File: src/rtl/hazard_pkg.sv
// Shared types for the ID/EX hazard scoreboard: destination tags and action encoding.
// Pure declarations, no logic, no latency.
// No flow control involved.
package hazard_pkg;

    typedef struct packed {
        logic       valid;
        logic [4:0] rd;
    } tag_t;

    localparam logic [4:0] REG_X0   = 5'd0;
    localparam tag_t       TAG_NONE = '{valid: 1'b0, rd: 5'd0};

    typedef enum logic [1:0] {
        ACT_FREEZE,
        ACT_REDIRECT,
        ACT_STALL,
        ACT_RUN
    } act_t;

endpackage

File: src/rtl/hz_tag_match.sv
// Compares one ID source register against the EX/MEM/WB destination tags.
// Purely combinational, zero latency.
// No flow control; the WB tag is ignored when the register file bypasses on write.
module hz_tag_match
    import hazard_pkg::*;
#(
    parameter bit WB_BYPASS = 1'b1
) (
    input  logic [4:0] src_addr,
    input  logic       src_used,
    input  tag_t       tag_EX,
    input  tag_t       tag_MEM,
    input  tag_t       tag_WB,
    output logic       hit
);

    logic hit_ex;
    logic hit_mem;
    logic hit_wb;

    assign hit_ex  = tag_EX.valid  && (tag_EX.rd  == src_addr);
    assign hit_mem = tag_MEM.valid && (tag_MEM.rd == src_addr);
    assign hit_wb  = !WB_BYPASS && tag_WB.valid && (tag_WB.rd == src_addr);

    assign hit = src_used && (src_addr != REG_X0) && (hit_ex || hit_mem || hit_wb);

endmodule

File: src/rtl/hazard_scoreboard_ctrl.sv
// RAW-hazard scoreboard and redirect control for the ID/EX register of a no-forwarding 5-stage pipe.
// Outputs are combinational from the current tags; tags and counters update on the falling clock edge.
// Stalls hold PC and IF/ID and inject an ID/EX bubble; en_HZ=0 freezes everything.
module hazard_scoreboard_ctrl
    import hazard_pkg::*;
#(
    parameter bit WB_BYPASS = 1'b1,
    parameter int CNT_W     = 32
) (
    input  logic             clk_HZ,
    input  logic             rst_HZ,
    input  logic             en_HZ,
    input  logic [4:0]       Rs1_addr_ID,
    input  logic [4:0]       Rs2_addr_ID,
    input  logic             Rs1_used_ID,
    input  logic             Rs2_used_ID,
    input  logic [4:0]       Rd_addr_ID,
    input  logic             RegWrite_ID,
    input  logic             Redirect_EX,
    output logic             en_PC_HZ,
    output logic             en_IFID_HZ,
    output logic             flush_IFID_HZ,
    output logic             flush_IDEX_HZ,
    output logic [CNT_W-1:0] stall_cnt_HZ,
    output logic [CNT_W-1:0] flush_cnt_HZ
);

    tag_t tag_EX;
    tag_t tag_MEM;
    tag_t tag_WB;
    tag_t tag_EX_nxt;
    logic hz1;
    logic hz2;
    logic hazard;
    act_t act;

    hz_tag_match #(.WB_BYPASS(WB_BYPASS)) u_match_rs1 (
        .src_addr (Rs1_addr_ID),
        .src_used (Rs1_used_ID),
        .tag_EX   (tag_EX),
        .tag_MEM  (tag_MEM),
        .tag_WB   (tag_WB),
        .hit      (hz1)
    );

    hz_tag_match #(.WB_BYPASS(WB_BYPASS)) u_match_rs2 (
        .src_addr (Rs2_addr_ID),
        .src_used (Rs2_used_ID),
        .tag_EX   (tag_EX),
        .tag_MEM  (tag_MEM),
        .tag_WB   (tag_WB),
        .hit      (hz2)
    );

    assign hazard = hz1 || hz2;

    // Reset drives the same all-quiet outputs as a freeze.
    always_comb begin
        act           = ACT_RUN;
        en_PC_HZ      = 1'b0;
        en_IFID_HZ    = 1'b0;
        flush_IFID_HZ = 1'b0;
        flush_IDEX_HZ = 1'b0;
        tag_EX_nxt    = TAG_NONE;
        if (rst_HZ || !en_HZ) begin
            act = ACT_FREEZE;
        end else if (Redirect_EX) begin
            act = ACT_REDIRECT;
        end else if (hazard) begin
            act = ACT_STALL;
        end
        case (act)
            ACT_REDIRECT: begin
                en_PC_HZ      = 1'b1;
                en_IFID_HZ    = 1'b1;
                flush_IFID_HZ = 1'b1;
                flush_IDEX_HZ = 1'b1;
            end
            ACT_STALL: begin
                flush_IDEX_HZ = 1'b1;
            end
            ACT_RUN: begin
                en_PC_HZ   = 1'b1;
                en_IFID_HZ = 1'b1;
                tag_EX_nxt = '{valid: RegWrite_ID && (Rd_addr_ID != REG_X0), rd: Rd_addr_ID};
            end
            default: ;
        endcase
    end

    always_ff @(negedge clk_HZ) begin
        if (rst_HZ) begin
            tag_EX       <= TAG_NONE;
            tag_MEM      <= TAG_NONE;
            tag_WB       <= TAG_NONE;
            stall_cnt_HZ <= '0;
            flush_cnt_HZ <= '0;
        end else if (en_HZ) begin
            tag_WB  <= tag_MEM;
            tag_MEM <= tag_EX;
            tag_EX  <= tag_EX_nxt;
            if (act == ACT_STALL) begin
                stall_cnt_HZ <= stall_cnt_HZ + CNT_W'(1);
            end
            if (act == ACT_REDIRECT) begin
                flush_cnt_HZ <= flush_cnt_HZ + CNT_W'(1);
            end
        end
    end

endmodule

File: config.mk
export PLATFORM = sky130hd
export DESIGN_NAME = hazard_scoreboard_ctrl
export DESIGN_NICKNAME = d
export VERILOG_FILES = /design/src/rtl/hazard_pkg.sv /design/src/rtl/hz_tag_match.sv /design/src/rtl/hazard_scoreboard_ctrl.sv
export SDC_FILE = /design/constraint.sdc
export NUM_CORES = 1
export LEC_CHECK = 0
export ABC_AREA = 0
export CORE_ASPECT_RATIO = 0.9
export CORE_MARGIN = 4
export CORE_UTILIZATION = 45
export DETAILED_ROUTE_END_ITERATION = 12
export PLACE_DENSITY = 0.87
export SLEW_MARGIN = 30
export SYNTH_ARGS = -nofsm -noshare
export SYNTH_HDL_FRONTEND = slang
export SYNTH_SLANG_ARGS = --single-unit
File: constraint.sdc
create_clock -name clk_HZ -period 3.3 [get_ports clk_HZ]
set_input_delay 0.99 -clock clk_HZ [delete_from_list [all_inputs] [get_ports clk_HZ]]
set_output_delay 0.99 -clock clk_HZ [all_outputs]
set_load 0.05 [all_outputs]
==> results of run 1 <==
-- through the flow --
stage	hold WS, ps	setup slack, ps	setup TNS (ps)	instances
after floorplan	471.5	-1562	-87310	414
after global placement	513.8	-1953	-129140	654
after detailed placement	541.9	-1992	-134330	654
after CTS	551.3	-1384	-98520	782
-- what timing repair did --
item / 4_1_cts
endpoints found under the hold margin: 0
endpoints found under the setup margin: 144
hold buffers: 0
buffers inserted: 34
gates cloned: 4
gates resized for setup: 172
pin swaps: 34
-- cell usage after synthesis (2+ instances only) --
cell type,instances
inv_1,8
nand2_1,18
buf_4,3
ha_1,6
xor2_1,46
nor4_4,2
o2111ai_1,2
nand4_1,32
nor2_1,79
and3_1,17
and4_1,6
nor4_1,2
or4_1,3
and2_1,4
a21oi_1,8
or3_1,2
nor2b_1,6
dfxtp_1,76
nor3_1,3
clkbuf_1,10
o22ai_1,2
nand3_1,24
xnor2_1,35
mux2i_1,7
buf_2,2
-- cell families after synthesis --
group,synth area share [%]
AO/OA/AOI/OAI,2.251
multiplexers,1.910
buffers and inverters,2.831
AND/OR/NAND/NOR,30.15
adder cells (fa/ha/maj),2.046
flip-flops,41.47
XOR/XNOR,19.34
-- layer usage --
layer / track usage, % / GRT overflow
met5: 17.16 / 0
met4: 90.08 / 84
met3: 70.01 / 0
met2: 98.77 / 148
met1: 78.50 / 0
==> flow_metrics.py, run 1 <==
metrics = {
    "yosys": {
        "syn_inst": 414,
        "synth-edff-count": 0,
        "synth-seq-area-share_pct": 41.47,
        "synth.top_cell.area_share_pct": 41.47,
        "synth_flop_cell": "dfxtp_1",
        "ys_ff_latch": 76,
        "syn_area_sq_um": 3669,
        "yosysTopAreaCell": "dfxtp_1",
        "async_reset_ff_share_pct": 0,
        "syn_area_per_cell_sq_um": 8.861,
        "yosys-top-cells-area": "dfxtp_1, xor2_1, xnor2_1, nor2_1, nand4_1",
        "synthDistinctLibCells": 36,
        "ys_warn_count": 0,
        "synth.net_count": 442,
    },
    "placed_design": {
        "gp_congestion": 0.9144,
        "placed_area_sq_um": 5984,
        "hpwl_um": 7887,
        "portBuffers": 89,
    },
    "grt": {
        "grt_max_degree": 77,
        "grt.overflow.total": 232,
        "grt_usage_pct": 82.65,
    },
    "cts": {
        "cts.path.max_buffers": 2,
        "ctsHtreeMaxLevel": 3,
        "clock_sinks": 76,
        "cts-root-buf": "clkbuf_8",
        "cts_made_buffers": 9,
    },
    "die": {
        "rows": 30,
        "die_w_um": 103.2,
        "fp.dieH_um": 93.66,
        "ios": 90,
        "start_util_pct": 47.44,
    },
    "timing": {
        "worst-ep-kind": "sequential cell input",
        "worst_endpoint": "flush_cnt_HZ[25]$_SDFFE_NP0P_/D",
    },
    "status": {
        "firstError": "[ERROR GRT-0232] Routing congestion too high. Check the congestion heatmap in the GUI.",
        "status": "aborted with a tool error",
        "failing_step": "global routing (5_1_grt)",
    },
}
==> inputs of run 2 (changes only) <==
Settings changed: CORE_ASPECT_RATIO 0.9 to default, CORE_UTILIZATION 45 to 35, PLACE_DENSITY 0.87 to default, PLACE_DENSITY_LB_ADDON from default to 0.15.
Clock period 3.3 ns to 4.3 ns, I/O delays scaled along.
==> run 2 against run 1 <==
  * The flow now finishes, with violations (setup timing)
  * Synthesized cell count is the same
  * Synthesized area unchanged
==> flow_metrics.py, run 2 <==
metrics = {
    "yosys": {
        "ys_ff_latch": 76,
        "synth.net_count": 442,
        "ys_warn_count": 0,
        "synth-edff-count": 0,
        "synth-seq-area-share_pct": 41.47,
        "syn_area_per_cell_sq_um": 8.861,
        "yosysTopAreaCell": "dfxtp_1",
        "synth.most_common_cell": "nor2_1",
        "synth_flop_cell": "dfxtp_1",
        "yosys-top-cells-area": "dfxtp_1, xor2_1, xnor2_1, nor2_1, nand4_1",
        "synth_commonest_cells": "nor2_1, dfxtp_1, xor2_1, xnor2_1, nand4_1",
        "syn_inst": 414,
        "synthDistinctLibCells": 36,
        "syn_area_sq_um": 3669,
        "async_reset_ff_share_pct": 0,
        "synth.top_cell.area_share_pct": 41.47,
    },
    "route": {
        "wl_um": 12710,
        "detail_route.wl_per_cell_um": 15.22,
        "drc": 0,
        "ant_nets": 0,
        "first_iter_violations": 122,
        "firstDrtPassIters": 4,
        "vias_per_cell": 4.893,
        "num_vias": 4086,
    },
    "power": {
        "p_leak_nw": 3.380,
        "swShare_pct": 31.81,
        "cellPowerDensity_nw_per_um2": 221.9,
        "power_frac_seq_pct": 39.9,
        "p_switching_mw": 0.5409,
        "ir_drop_v": 0.0001800,
        "power_frac_clock_pct": 52.5,
        "p_comb_share_pct": 7.6,
        "p_int_mw": 1.160,
    },
    "timing": {
        "setup_violations": 136,
        "worst_pin_slew_ps": 816.4,
        "finClkSkew_ps": 26.15,
        "fin_setup_tns_ps": -77710,
        "worst_slack_ps": -1281,
        "slew_headroom_pct": 45.57,
        "rsz0062_at_grt": "true",
        "final-hold-violation-count": 0,
        "holdWs_ps": 546.8,
        "drv_slew": 0,
    },
    "grt": {
        "grt_pass1_wl_um": 20040,
        "grt_usage_pct": 20.62,
        "grt_max_degree": 77,
        "grt_pass1_vias": 4440,
        "grt.overflow.total": 0,
        "antenna_found_initial": 0,
    },
    "cts": {
        "ctsHtreeMaxLevel": 3,
        "cts_made_buffers": 9,
        "tritoncts": "built",
        "hold_buffers": 0,
        "clock_sinks": 76,
        "cts-root-buf": "clkbuf_8",
        "clk_pin_slew_worst_paths_ps": 40,
        "cts.path.max_buffers": 2,
        "clkLatencyLatePin_ps": 410,
    },
    "critical_path": {
        "slowest_stage": "dfxtp_4",
        "critPathLaunchType": "flop",
        "critPathCaptureType": "output port",
        "setup.worst_path.start": "tag_EX[3]",
        "rrSetupSlack_ps": 1740,
        "ff2ff_path_depth": 14,
        "cp_cell_sequence": "xnor2_2 -> nand4_1 -> o22ai_2 -> o2111ai_4 -> and3_4 -> buf_6 -> ha_4 -> buf_8",
        "worstSetupPathType": "flop to output port",
        "r2r_start": "tag_EX[3]",
        "r2r_end": "stall_cnt_HZ[14]",
        "worstPathMaxFanout": 4,
        "slowest_delay_ps": 360,
        "cp-endpoint": "flush_IFID_HZ",
        "cp.required_ps": 3010,
        "cp_data_arrival_time_ps": 4290,
    },
    "run": {
        "drv_cap": 0,
    },
    "die": {
        "fp.dieH_um": 110.4,
        "die_w_um": 110.4,
        "rows": 37,
        "dieArea_sq_um": 12180,
        "ios": 90,
        "core_area_sq_um": 10280,
        "start_util_pct": 35.70,
    },
    "cells_and_area": {
        "fin_util_pct": 74.56,
        "final_cell_mix": "buf_4, inv_1, nor2_1",
        "final_common_cell": "buf_4",
        "layout.nets": 724,
        "antenna_cells": 0,
        "drive_gt1_share_pct": 54.51,
        "largestRegisters": "flush_cnt_HZ x32, stall_cnt_HZ x32",
        "fin_cells": 835,
        "area_growth_pct": 108.9,
    },
    "placed_design": {
        "hpwl_um": 6873,
        "gp_congestion": 0.8384,
        "dp_cells": 674,
        "dp_slack_ps": -1842,
        "portBuffers": 89,
    },
    "status": {
        "status": "complete, but fails checks",
        "violations": "setup timing",
    },
    "min_path": {
        "hold_path_class": "flop to flop",
    },
}
==> run 2: cell type report <==
cell class | instances | area (sq um)
multi-input combinational | 314 | 2619
fill | 704 | 2615
timing repair buffer | 212 | 2603
sequential | 76 | 1748
clock inverter | 81 | 369.1
tap | 136 | 170.2
clock buffer | 9 | 123.9
inverter | 7 | 30.03
==> run 2: worst max-delay path: cells and delay by family (launching register included) <==
family	cells	cell delay [ps]
fa+ha+maj	1	150
xor+xnor	1	140
compound gates	2	410
flops	1	360
buf+inv	2	270
simple gates	2	400
==> run 2: power by group through the flow <==
stage | Combinational, mW | Clock (mW) | Sequential [mW]
CTS | 0.123 | 0.911 | 0.683
global placement | 0.105 | 0.109 | 0.723
global route | 0.137 | 1.01 | 0.677
floorplan | 0.0478 | 0.109 | 0.725
finish | 0.130 | 0.892 | 0.679
detailed placement | 0.106 | 0.109 | 0.723
==> run 2: how the worst min path moves through the flow <==
| stage | startpoint | end | slack [ps] | cells after the start |
|---|---|---|---|---|
| final | tag_MEM[3] | tag_MEM[3] | 550 | 2 |
| after floorplan | tag_EX[5] | tag_EX[5] | 470 | 2 |
| after global placement | flush_cnt_HZ[1] | flush_cnt_HZ[1] | 520 | 2 |
| after global routing | tag_MEM[3] | tag_MEM[3] | 570 | 2 |
| after CTS | stall_cnt_HZ[29] | stall_cnt_HZ[29] | 540 | 2 |
| after detailed placement | tag_MEM[5] | tag_MEM[5] | 550 | 2 |
==> run 2: per-stage QoR <==
step	power, mW	instance area, sq um
4_1_cts	1.717	7427
5_1_grt	1.819	7662
2_1_floorplan	0.8818	3827
3_5_place_dp	0.9368	5846
3_3_place_gp	0.9366	5846
6_report	1.701	7662
==> run 2: layer usage <==
layer	up-vias	part of all wire (%)	GRT usage, %
met5	-	0	0
met4	0	1.4	8.267
met1	1985	41	24.04
met2	104	53	35.23
li1	1977	-	-
met3	20	4.8	6.348
==> run 2: what timing repair did <==
item,4_1_cts,5_1_grt
endpoints found under the hold margin,0,0
gates cloned,2,0
setup buffers,60,16
pin swaps,78,47
gates resized for setup,245,44
setup endpoints to repair,138,144
==> run 2: cells by family (layout without fill, tap and decap cells) <==
logic type	Yosys count	count (layout)	synth area share, %
muxes	7	7	1.910
xor gates and xnor gates	81	81	19.34
AOI/OAI and AO/OA	14	14	2.251
adders and majority gates	6	6	2.046
DFF	76	76	41.47
and+or+nand+nor	206	206	30.15
buffers and inverters	24	309	2.831
(Power assumes the default switching activity.)
==> inputs of run 3 (changes only) <==
Settings changed: ABC_AREA 0 to default, TNS_END_PERCENT from default to 50.
Clock period 4.3 ns to 5.27 ns, I/O delays scaled along.
==> run 3 against run 2 <==
  * Clock-buffer cell count stayed put
  * Highest routed layer unchanged
  * The run still ends with setup timing left
  * Hold slack lost 17 ps
  * Largest cell class unchanged
  * Largest power group unchanged
  * Die area unchanged
  * Non-clock buffer count shrank 82
==> flow_metrics.py, run 3 (synthesized netlist as in run 2, its figures left out) <==
metrics = {
    "status": {
        "status": "complete, but fails checks",
        "violations": "setup timing",
    },
    "timing": {
        "setup_violations": 74,
        "holdWs_ps": 530.0,
        "rsz0062_at_grt": "true",
        "fin_setup_tns_ps": -55750,
        "drv_slew": 0,
        "worst_slack_ps": -1024,
        "slew_headroom_pct": 45.31,
        "worst_pin_slew_ps": 820.4,
        "finClkSkew_ps": 23.83,
        "final-hold-violation-count": 0,
    },
    "die": {
        "fp.dieH_um": 110.4,
        "dieArea_sq_um": 12180,
        "rows": 37,
        "die_w_um": 110.4,
        "start_util_pct": 35.70,
        "core_area_sq_um": 10280,
        "ios": 90,
    },
    "placed_design": {
        "placed_area_sq_um": 5595,
        "portBuffers": 89,
        "gp_congestion": 0.8305,
        "dp_cells": 656,
        "hpwl_um": 6775,
    },
    "route": {
        "firstDrtPassIters": 4,
        "detail_route.wl_per_cell_um": 14.27,
        "num_vias": 3669,
        "vias_per_cell": 4.866,
        "wl_um": 10760,
        "first_iter_violations": 151,
        "drc": 0,
        "ant_nets": 0,
    },
    "grt": {
        "grt_pass1_vias": 3879,
        "grt_pass1_wl_um": 17900,
        "grt_usage_pct": 18.51,
        "grt.overflow.total": 0,
        "antenna_found_initial": 0,
        "grt_max_degree": 77,
    },
    "power": {
        "swShare_pct": 29.62,
        "cellPowerDensity_nw_per_um2": 218.5,
        "power_frac_seq_pct": 40.4,
        "power_frac_clock_pct": 53.3,
        "p_switching_mw": 0.4253,
        "p_int_mw": 1.011,
        "p_comb_share_pct": 6.3,
        "p_leak_nw": 2.870,
        "ir_drop_v": 0.0001619,
        "total_power_mw": 1.436,
    },
    "cells_and_area": {
        "area_growth_pct": 79.09,
        "fill_cells": 876,
        "largestRegisters": "flush_cnt_HZ x32, stall_cnt_HZ x32",
        "layout.nets": 642,
        "final_common_cell": "inv_1",
        "antenna_cells": 0,
        "stdcell_area_sq_um": 6570,
        "fin_cells": 754,
        "final_cell_mix": "inv_1, nor2_1, buf_12",
        "drive_gt1_share_pct": 37.70,
    },
    "critical_path": {
        "critPathLaunchType": "flop",
        "r2r_start": "tag_EX[3]",
        "worstPathMaxFanout": 4,
        "critPathCaptureType": "output port",
        "setup.worst_path.start": "tag_EX[3]",
        "worstSetupPathType": "flop to output port",
        "cp.required_ps": 3690,
        "cp_data_arrival_time_ps": 4710,
    },
    "cts": {
        "cts-root-buf": "clkbuf_8",
        "cts_made_buffers": 9,
        "cts.path.max_buffers": 2,
        "tritoncts": "built",
        "ctsHtreeMaxLevel": 3,
        "clock_sinks": 76,
        "clk_pin_slew_worst_paths_ps": 30,
        "clkLatencyLatePin_ps": 400,
        "hold_buffers": 0,
    },
    "min_path": {
        "hold_path_class": "flop to flop",
        "hold_start": "tag_MEM[0]",
    },
    "run": {
        "drv_cap": 0,
    },
}
run 3: cell types whose count changed in the layout (fill, tap and decap cells not counted), moves of 9 or more:
cell     change
nand3_1     +12
buf_6       -22
dfxtp_2     +18
xnor2_2      -9
dfxtp_1     +32
nand3_2     -10
buf_4       -59
xnor2_1      +9
dfxtp_4     -50
run 3: area by class of cell:
class / instances / area, sq um / area share [%]
Tap cell: 136 / 170.2 / 2.590
Clock inverter: 82 / 396.6 / 6.037
Clock buffer: 9 / 123.9 / 1.885
Inverter: 7 / 26.28 / 0.3999
Timing Repair Buffer: 130 / 1874 / 28.53
Sequential cell: 76 / 1583 / 24.09
Multi-Input combinational cell: 314 / 2396 / 36.47
run 3: per-layer routing:
layer  vias up  track usage [%]  wire, um
met3        12            8.037       737
met4         0            8.091       122
li1       1816                -         -
met1      1737            22.77      4795
met5         -                0         0
met2       104            28.12      5105
run 3: worst max-delay path: stages (launching register included):
cell and delay, ps:
dfxtp_4 360, xnor2_2 150, nand4_1 140, o22ai_2 250, o2111ai_4 140, and3_4 230, buf_6 130, ha_4 150
buf_8 140
run 3: power groups by stage:
stage / logic, mW / registers, mW / clock network [mW]
5_1_grt: 0.0966 / 0.578 / 0.865
4_1_cts: 0.0865 / 0.580 / 0.802
2_1_floorplan: 0.0352 / 0.592 / 0.0886
3_5_place_dp: 0.0801 / 0.590 / 0.0886
3_3_place_gp: 0.0795 / 0.590 / 0.0886
6_report: 0.0903 / 0.580 / 0.766
run 3: final timing paths:
check / endpoint / slack [ps] / cells after the start
worst min-delay path: tag_MEM[0] / 530 / 2
worst min register to register: tag_MEM[0] / 530 / 2
worst max register to register: stall_cnt_HZ[31] / 2770 / 12
worst max-delay path: flush_IFID_HZ / -1020 / 8
run 3: timing repair:
action	4_1_cts	5_1_grt
endpoints found under the setup margin	86	97
buffers inserted	3	5
pin swaps	34	18
resized for setup	111	56
gates cloned	4	0
run 3: through the flow:
step	util [%]	worst slack, ps
6_report	63.93	-1024
3_3_place_gp	54.44	-1596
2_1_floorplan	-	-1183
5_1_grt	63.93	-1142
3_5_place_dp	54.44	-1673
4_1_cts	62.24	-998.9
